$ cat src/rtl/tx_ram_wr_ctrl.sv
// TX word capture and BRAM port-B frame-ring writer for the V/N coder mux.
// Optional TX_WR_FRAME_CNT_EN adds a 16-bit completed-frame counter output.
module tx_ram_wr_ctrl #(
  parameter int unsigned DATA_W      = 32,
  parameter int unsigned CNT_W       = 5,
  parameter int unsigned LAST_CNT    = 31,
  parameter int unsigned ADDR_W      = 6,
  parameter int unsigned FRAME_WORDS = 16
) (
  input  logic              clk_15_o,
  input  logic              nrst,
  input  logic [CNT_W-1:0]  cnt_data,
  input  logic [DATA_W-1:0] data_in_ram_tx_reg_b,
  input  logic              mvsk_on,
  input  logic              mnsk_on,
  input  logic              rd_ack,
  input  logic              ovf_clr,
  output logic              bram_en_b,
  output logic              bram_we_b,
  output logic [ADDR_W-1:0] bram_addr_b,
  output logic [DATA_W-1:0] bram_din_b,
  output logic              frame_rdy,
  output logic [ADDR_W-1:0] frame_base,
  output logic [ADDR_W:0]   frames_pending,
  output logic              overflow
`ifdef TX_WR_FRAME_CNT_EN
  ,
  output logic [15:0]       frame_cnt
`endif
);

  localparam int unsigned DEPTH      = 2 ** ADDR_W;
  localparam int unsigned NUM_FRAMES = DEPTH / FRAME_WORDS;
  localparam int unsigned FW_B       = $clog2(FRAME_WORDS);
  localparam int unsigned FR_B       = ADDR_W - FW_B;

  typedef enum logic [1:0] {
    S_IDLE,
    S_RUN,
    S_DROP
  } state_t;

  state_t              state_q, state_d;
  logic [CNT_W-1:0]    cnt_prev_q;
  logic [DATA_W-1:0]   cap_word_q, cap_word_d;
  logic                wr_pend_q, wr_pend_d;
  logic [ADDR_W-1:0]   wr_ptr_q, wr_ptr_d;
  logic [FR_B-1:0]     rd_frame_q, rd_frame_d;
  logic [ADDR_W:0]     pend_q, pend_d;
  logic                ovf_q, ovf_d;
  logic [FW_B-1:0]     drop_cnt_q, drop_cnt_d;

  logic                mode_on;
  logic                word_done;
  logic                space;
  logic                at_boundary;
  logic                frame_done;
  logic                ack_ok;
  logic                capture;
  logic                ovf_set;
  logic [ADDR_W-1:0]   ptr_after;

  assign mode_on     = mvsk_on | mnsk_on;
  assign word_done   = (cnt_prev_q == CNT_W'(LAST_CNT)) && (cnt_data == '0) && mode_on;
  assign space       = pend_q < (ADDR_W + 1)'(NUM_FRAMES);
  assign at_boundary = (wr_ptr_q[FW_B-1:0] == '0);
  assign frame_done  = wr_pend_q && (wr_ptr_q[FW_B-1:0] == '1);
  assign ack_ok      = rd_ack && (pend_q != '0);
  assign ptr_after   = wr_pend_q ? (wr_ptr_q + ADDR_W'(1)) : wr_ptr_q;

  always_comb begin
    state_d    = state_q;
    cap_word_d = cap_word_q;
    wr_pend_d  = 1'b0;
    wr_ptr_d   = ptr_after;
    drop_cnt_d = drop_cnt_q;
    ovf_set    = 1'b0;
    capture    = 1'b0;

    unique case (state_q)
      S_IDLE: begin
        drop_cnt_d = '0;
        if (mode_on) state_d = space ? S_RUN : S_DROP;
      end
      S_RUN: begin
        if (!mode_on) begin
          // Any in-flight write lands first, then the partial frame is discarded.
          state_d  = S_IDLE;
          wr_ptr_d = {ptr_after[ADDR_W-1:FW_B], {FW_B{1'b0}}};
        end else if (word_done) begin
          if (at_boundary && !space) begin
            state_d    = S_DROP;
            drop_cnt_d = FW_B'(1);
            ovf_set    = 1'b1;
          end else begin
            capture = 1'b1;
          end
        end
      end
      S_DROP: begin
        if (!mode_on) begin
          state_d    = S_IDLE;
          drop_cnt_d = '0;
        end else if (word_done) begin
          // A fresh drop count sits on a frame boundary: accept the frame if room appeared.
          if (drop_cnt_q == '0 && space) begin
            capture = 1'b1;
            state_d = S_RUN;
          end else begin
            if (drop_cnt_q == '0) ovf_set = 1'b1;
            if (drop_cnt_q == '1) begin
              drop_cnt_d = '0;
              state_d    = space ? S_RUN : S_DROP;
            end else begin
              drop_cnt_d = drop_cnt_q + FW_B'(1);
            end
          end
        end
      end
      default: state_d = S_IDLE;
    endcase

    if (capture) begin
      cap_word_d = data_in_ram_tx_reg_b;
      wr_pend_d  = 1'b1;
    end
  end

  always_comb begin
    pend_d = pend_q;
    unique case ({frame_done, ack_ok})
      2'b10:   pend_d = pend_q + (ADDR_W + 1)'(1);
      2'b01:   pend_d = pend_q - (ADDR_W + 1)'(1);
      default: pend_d = pend_q;
    endcase
    rd_frame_d = ack_ok ? (rd_frame_q + FR_B'(1)) : rd_frame_q;
    ovf_d      = ovf_set ? 1'b1 : (ovf_clr ? 1'b0 : ovf_q);
  end

  always_ff @(posedge clk_15_o or negedge nrst) begin
    if (!nrst) begin
      state_q    <= S_IDLE;
      cnt_prev_q <= '0;
      cap_word_q <= '0;
      wr_pend_q  <= 1'b0;
      wr_ptr_q   <= '0;
      rd_frame_q <= '0;
      pend_q     <= '0;
      ovf_q      <= 1'b0;
      drop_cnt_q <= '0;
    end else begin
      state_q    <= state_d;
      cnt_prev_q <= cnt_data;
      cap_word_q <= cap_word_d;
      wr_pend_q  <= wr_pend_d;
      wr_ptr_q   <= wr_ptr_d;
      rd_frame_q <= rd_frame_d;
      pend_q     <= pend_d;
      ovf_q      <= ovf_d;
      drop_cnt_q <= drop_cnt_d;
    end
  end

`ifdef TX_WR_FRAME_CNT_EN
  logic [15:0] frame_cnt_q;

  always_ff @(posedge clk_15_o or negedge nrst) begin
    if (!nrst) begin
      frame_cnt_q <= '0;
    end else if (frame_done) begin
      frame_cnt_q <= frame_cnt_q + 16'd1;
    end
  end

  assign frame_cnt = frame_cnt_q;
`endif

  assign bram_en_b      = wr_pend_q;
  assign bram_we_b      = wr_pend_q;
  assign bram_addr_b    = wr_ptr_q;
  assign bram_din_b     = cap_word_q;
  assign frame_rdy      = (pend_q != '0);
  assign frame_base     = {rd_frame_q, {FW_B{1'b0}}};
  assign frames_pending = pend_q;
  assign overflow       = ovf_q;

endmodule

$ cat config.mk
export PLATFORM = sky130hd
export DESIGN_NAME = tx_ram_wr_ctrl
export DESIGN_NICKNAME = d
export VERILOG_FILES = /design/src/rtl/tx_ram_wr_ctrl.sv
export SDC_FILE = /design/constraint.sdc
export NUM_CORES = 1
export LEC_CHECK = 0
export BUFFER_PORTS_ARGS = -buffer_cell sky130_fd_sc_hd__buf_4
export CELL_PAD_IN_SITES_DETAIL_PLACEMENT = 2
export CELL_PAD_IN_SITES_GLOBAL_PLACEMENT = 2
export CORE_MARGIN = 3
export CORE_UTILIZATION = 35
export DETAILED_ROUTE_END_ITERATION = 10
export HOLD_SLACK_MARGIN = 0.1
export PLACE_DENSITY = 0.83
export REMOVE_ABC_BUFFERS = 1
export SYNTH_ARGS = -nofsm -noshare
export SYNTH_HDL_FRONTEND = slang
export SYNTH_SLANG_ARGS = --single-unit
export TNS_END_PERCENT = 1
$ cat constraint.sdc
create_clock -name clk_15_o -period 5.3 [get_ports clk_15_o]
set_input_delay 0.53 -clock clk_15_o [delete_from_list [all_inputs] [get_ports clk_15_o]]
set_output_delay 0.53 -clock clk_15_o [all_outputs]
set_load 0.05 [all_outputs]
# Word-level counts from Yosys, hierarchy flattened
# Index checks and enable logic that the tools add are counted.
# totals
out_inout_bits,55
elab_cells,89
ff_bits,60
input_bits,43
# classes
bitwise,1
n_eq_ne,16
n_reduce_logical,17
n_lt_le_gt_ge,1
n_addsub,5
mux,40
# ops
cell,n
$mux 4,9
$mux 2,9
$mux 1,16
$pmux 7 s2,1
$ne 3x3->1 const B,4
$pmux 4 s3,1
$eq 4x4->1 const B,2
$logic_not 4->1,2
$ne 2x2->1 const B,4
$add 7x1->7 const B,1
$lt 7x3->1 const B,1
$reduce_bool 7->1,1
$sub 7x1->7 const B,1
$add 6x1->6 const B,1
$logic_and 1x1->1,6
$mux 6,1
$pmux 2 s3,1
$reduce_and 6->1,1
$eq 5x5->1 const B,1
$logic_not 5->1,1
$reduce_and 5->1,1
$add 4x1->4 const B,1
$eq 2x1->1 const B,2
$eq 2x2->1 const B,2
8 further kinds,10

# Depth between registers and ports, before layout
# logic_depth
ltp_word,8
ltp_mapped,11
mapped_depth_nobuf,10

# Worst setup path after synthesis
# No wires, ideal clock.
# synth_timing
path_type,register -> register
startpoint,"register pend_q[5], in the netlist frames_pending[5]"
endpoint,"register pend_q[5], in the netlist frames_pending[5]"
t_required_ns,5.230
stages_incl_launch_ff,12
setup_slack_ns,1.797
n_path_buf,1
setup_time_ns,0.070
synth_period_minus_slack_ns,3.503
t_arrival_ns,3.433
path_cell_list,dfrtp_1 or4_1 or2_2 clkbuf_1 o31a_1 ha_1 ha_1 a21o_1 a21o_1 a21oi_1 or4b_2 nand3_1
# synth_between
elab_chain_cells,4
elab_cells_between_ends,8
cone_classes,add/sub: 2; eq/ne: 2; mux: 1; reduce/logical: 3
# synth_rtl
item,line_no,rtl
from (decl),49,"logic [ADDR_W:0] pend_q, pend_d;"
from (signal assigned),158,pend_q <= pend_d;
$reduce_bool 7->1 (*),68,assign ack_ok = rd_ack && (pend_q != '0);
$logic_and 1x1->1 (*),68,
named net ack_ok,58,logic ack_ok;
$eq 2x1->1 or $eq 2x2->1 (tied branches),131,"unique case ({frame_done, ack_ok})"
$pmux 7 s2 or $reduce_bool 2->1 (tied branches),-,
# Mark *: on every way through the listed nets, which the timed path passes. The rest lies on a longest branch.
# A chain may end at the register's enable or synchronous reset.

# Worst setup path in the final report
# Ends and elaborated chain as after synthesis.

==> metrics.md <==
| Metric | Value |
|---|---|
| EDFF count, synth | `0` |
| Die Width | `98.61 um` |
| Startpoint type of the worst setup path | `flop` |
| Ratio of cells with drive above 1 in the final layout | `43.66%` |
| Mapped cell area | `0.003002 sq mm` |
| Top post-synthesis cells by area | `dfrtp_1 50%, mux2_4 15%, ha_1 5.8%` |
| Share of the synthesized area in the top cell type | `between 50% and 60%` |
| Area growth syn-to-layout | `34.06%` |
| Root Buffer | `clkbuf_8` |
| Worst-path maximum fanout | `10` |
| Pwr/cell area | `approximately 490 mW/mm^2` |
| Iteration-0 DRC count of the detailed router | `50` |
| Placed Instance Area | `0.003760 sq mm` |
| Fillers | `about 860` |
| Core area | `between 0.008 and 0.009 sq mm` |
| HP Class | `in -> async` |
| GRT Total Usage | `between 20% and 30%` |
| CP endpoint kind | `flop` |
| RSZ-0062 raised after global routing | `no` |
| Cell area after layout | `0.004024 sq mm` |
| Synth Flop Type | `dfrtp_1` |
| Core Util, Final | `48.73%` |
| Largest net degree at the start of global routing | `61` |
| Fin crit period | `3.580 ns` |
| Via density | `5.131` |
| CP Data Required Time | `5.57 ns` |
| Final ANT Viol Nets | `0` |
| Synth cell types | `47` |
| Drt drc | `0` |
| Fmax | `about 280 MHz` |
| Post-CTS Resized | `0` |
| Vias in the first global route | `2670` |
| Yosys warns | `0` |
| Clk buf depth | `2` |
| Initial DRT Pass Iterations | `4` |
| Clock Skews | `0.007726 ns` |
| IO buf count | `93` |
| Syn avg cell area | `12.61 sq um` |
| Detailed Route WL | `9.782 mm` |
| Die area | `around 0.01 sq mm` |
| Fin Setup TNS | `0 ns` |
| Max Cap Viol | `0` |
| Slew @ Worst Pin | `1.117 ns` |
| GPL Wtd Cong | `0.7727` |
| Critical path type | `reg -> reg` |
| Lkg Pwr | `2.088 nW` |
| CTS tree | `done` |
| DP HPWL | `6.926 mm` |
| Final slew viol count | `0` |
| Slew HR | `25.42%` |
| IR drop worst, VDD | `0.3041 mV` |
| # H-tree levels | `3` |
| Routed wire per std cell | `22.03 um` |
| Async SR Flop Fraction | `between 90% and 100%` |
| Hold buffer count at cts | `0` |
| CTS clk-pin slew, worst paths | `0.07 ns` |
| Register area share after synthesis | `50.02%` |
| Nets | `392` |
| Worst EP arrival | `between 3 and 4 ns` |
| Post-CTS Setup Bufs | `0` |
| Die height | `~99 um` |
| First-pass GRT wire length | `around 15 mm` |
| Final hold slack | `0.2656 ns` |
| Final setup fails | `0` |
| Yosys top cell by area | `dfrtp_1` |
| Syn Inst Count | `238` |
| Effective utilization at floorplan | `36.35%` |
| Initial antenna violation count | `0` |
| FP Rows | `33` |
| Final-report hold violation count | `0` |
| Clock sink count | `60` |
| Vias | `roughly 2.3k` |
| Fin crit share | `about 68%` |
| N_diodes | `0` |
| Worst-Skew Late Latency | `0.33 ns` |
| CTS Buf Count | `9` |
| # IOs | `98` |
| Status | `completed` |
| FF+latch count, synth | `60` |
| Total grt overflow | `0` |
critical path: stages (launching register included):
cell and delay [ns]:
dfrtp_1 0.44, or4_1 0.59, or2_2 0.39, o31a_1 0.32, ha_1 0.36, ha_1 0.35
a21o_1 0.11, a21o_1 0.16, a21oi_1 0.10, or4b_2 0.61, nand3_1 0.09
per-stage QoR:
step	total power, mW	cells	setup slack [ns]
6_report	1.985	444	1.720
5_1_grt	2.091	444	1.580
4_1_cts	2.003	444	1.704
3_5_place_dp	1.415	428	1.698
3_3_place_gp	1.369	428	1.772
2_1_floorplan	1.145	230	1.879
synth_stat cells, types with 2 or more instances:
master and instances:
a21oi_1 3, o31a_1 2, nand4_1 3, clkbuf_1 3, nor2b_1 2, xor2_1 5
o21ai_0 8, buf_4 5, nor2_1 11, a21o_1 3, nor3_1 3, inv_1 10
o211ai_1 4, mux2_4 29, or4b_2 2, nand3_1 4, mux2_2 5, xnor2_1 6
nor3b_1 3, dfrtp_1 60, mux2i_1 4, nor4b_1 3, nand2_1 19, buf_6 3
a211oi_1 3, ha_1 14
path summary, 6_finish.rpt:
kind / from / to / slack, ns / cells after the start
worst max register to register: frames_pending[5]$_DFFE_PN0P_ / frames_pending[5]$_DFFE_PN0P_ / 1.72 / 10
max in group asynchronous: nrst / state_q[0]$_DFFE_PN0P_ / 4.52 / 1
worst max-delay path: frames_pending[5]$_DFFE_PN0P_ / frames_pending[5]$_DFFE_PN0P_ / 1.72 / 10
worst min-delay path: nrst / bram_din_b[20]$_DFFE_PN0P_ / 0.27 / 1
worst min register to register: rd_frame_q[1]$_DFFE_PN0P_ / rd_frame_q[1]$_DFFE_PN0P_ / 0.48 / 1
min in group clk_15_o: cnt_data[1] / cnt_prev_q[1]$_DFF_PN0_ / 0.31 / 1
final cells by class:
type	instances	area (sq um)	area share, %
Clock buffer	10	127.6	3.172
Clock inverter	6	136.4	3.389
Inverter	10	37.54	0.9328
Multi-Input combinational cell	160	1391	34.58
Sequential cell	60	1501	37.31
Tap cell	105	131.4	3.265
Timing Repair Buffer	93	698.2	17.35
layer usage:
layer,wire length (um),up-vias,track usage (%)
li1,-,1023,-
met1,3615,1183,22.14
met2,5580,56,39.05
met3,316,16,5.166
met4,270,0,6.933
met5,0,-,0
state kept, by name, summed over array words and instances (netlist names):
| signal | flops |
|---|---|
| overflow | 1 |
| frames_pending | 7 |
| state_q | 2 |
| cnt_prev_q | 5 |
| bram_en_b | 1 |
| drop_cnt_q | 4 |
| bram_din_b | 32 |
| bram_addr_b | 6 |
| rd_frame_q | 2 |
layout by cell type (no fill, tap or decap), types with 5 or more instances in the layout:
| master | n |
|---|---|
| inv_1 | 10 |
| o21ai_0 | 8 |
| dfrtp_1 | 60 |
| mux2_2 | 5 |
| mux2_4 | 29 |
| xor2_1 | 5 |
| buf_4 | 93 |
| nor2_1 | 11 |
| clkbuf_8 | 9 |
| xnor2_1 | 6 |
| nand2_1 | 19 |
| ha_1 | 14 |
cells by family after synthesis:
kind of cell	after synthesis	synth area share, %
other	1	0.1249
XOR/XNOR	11	3.210
AO/OA/AOI/OAI	29	6.503
buffers and inverters	21	4.002
multiplexers	38	17.72
AND/OR/NAND/NOR	63	11.92
flip-flops	60	50.02
adder cells (fa/ha/maj)	15	6.503
where the power goes:
part | switching [mW] | total (mW) | internal (mW)
registers | 0.0985 | 0.625 | 0.527
clock network | 0.193 | 0.555 | 0.361
logic | 0.508 | 0.805 | 0.297
total | 0.800 | 1.98 | 1.18
Power figures use the tool's default switching activity.
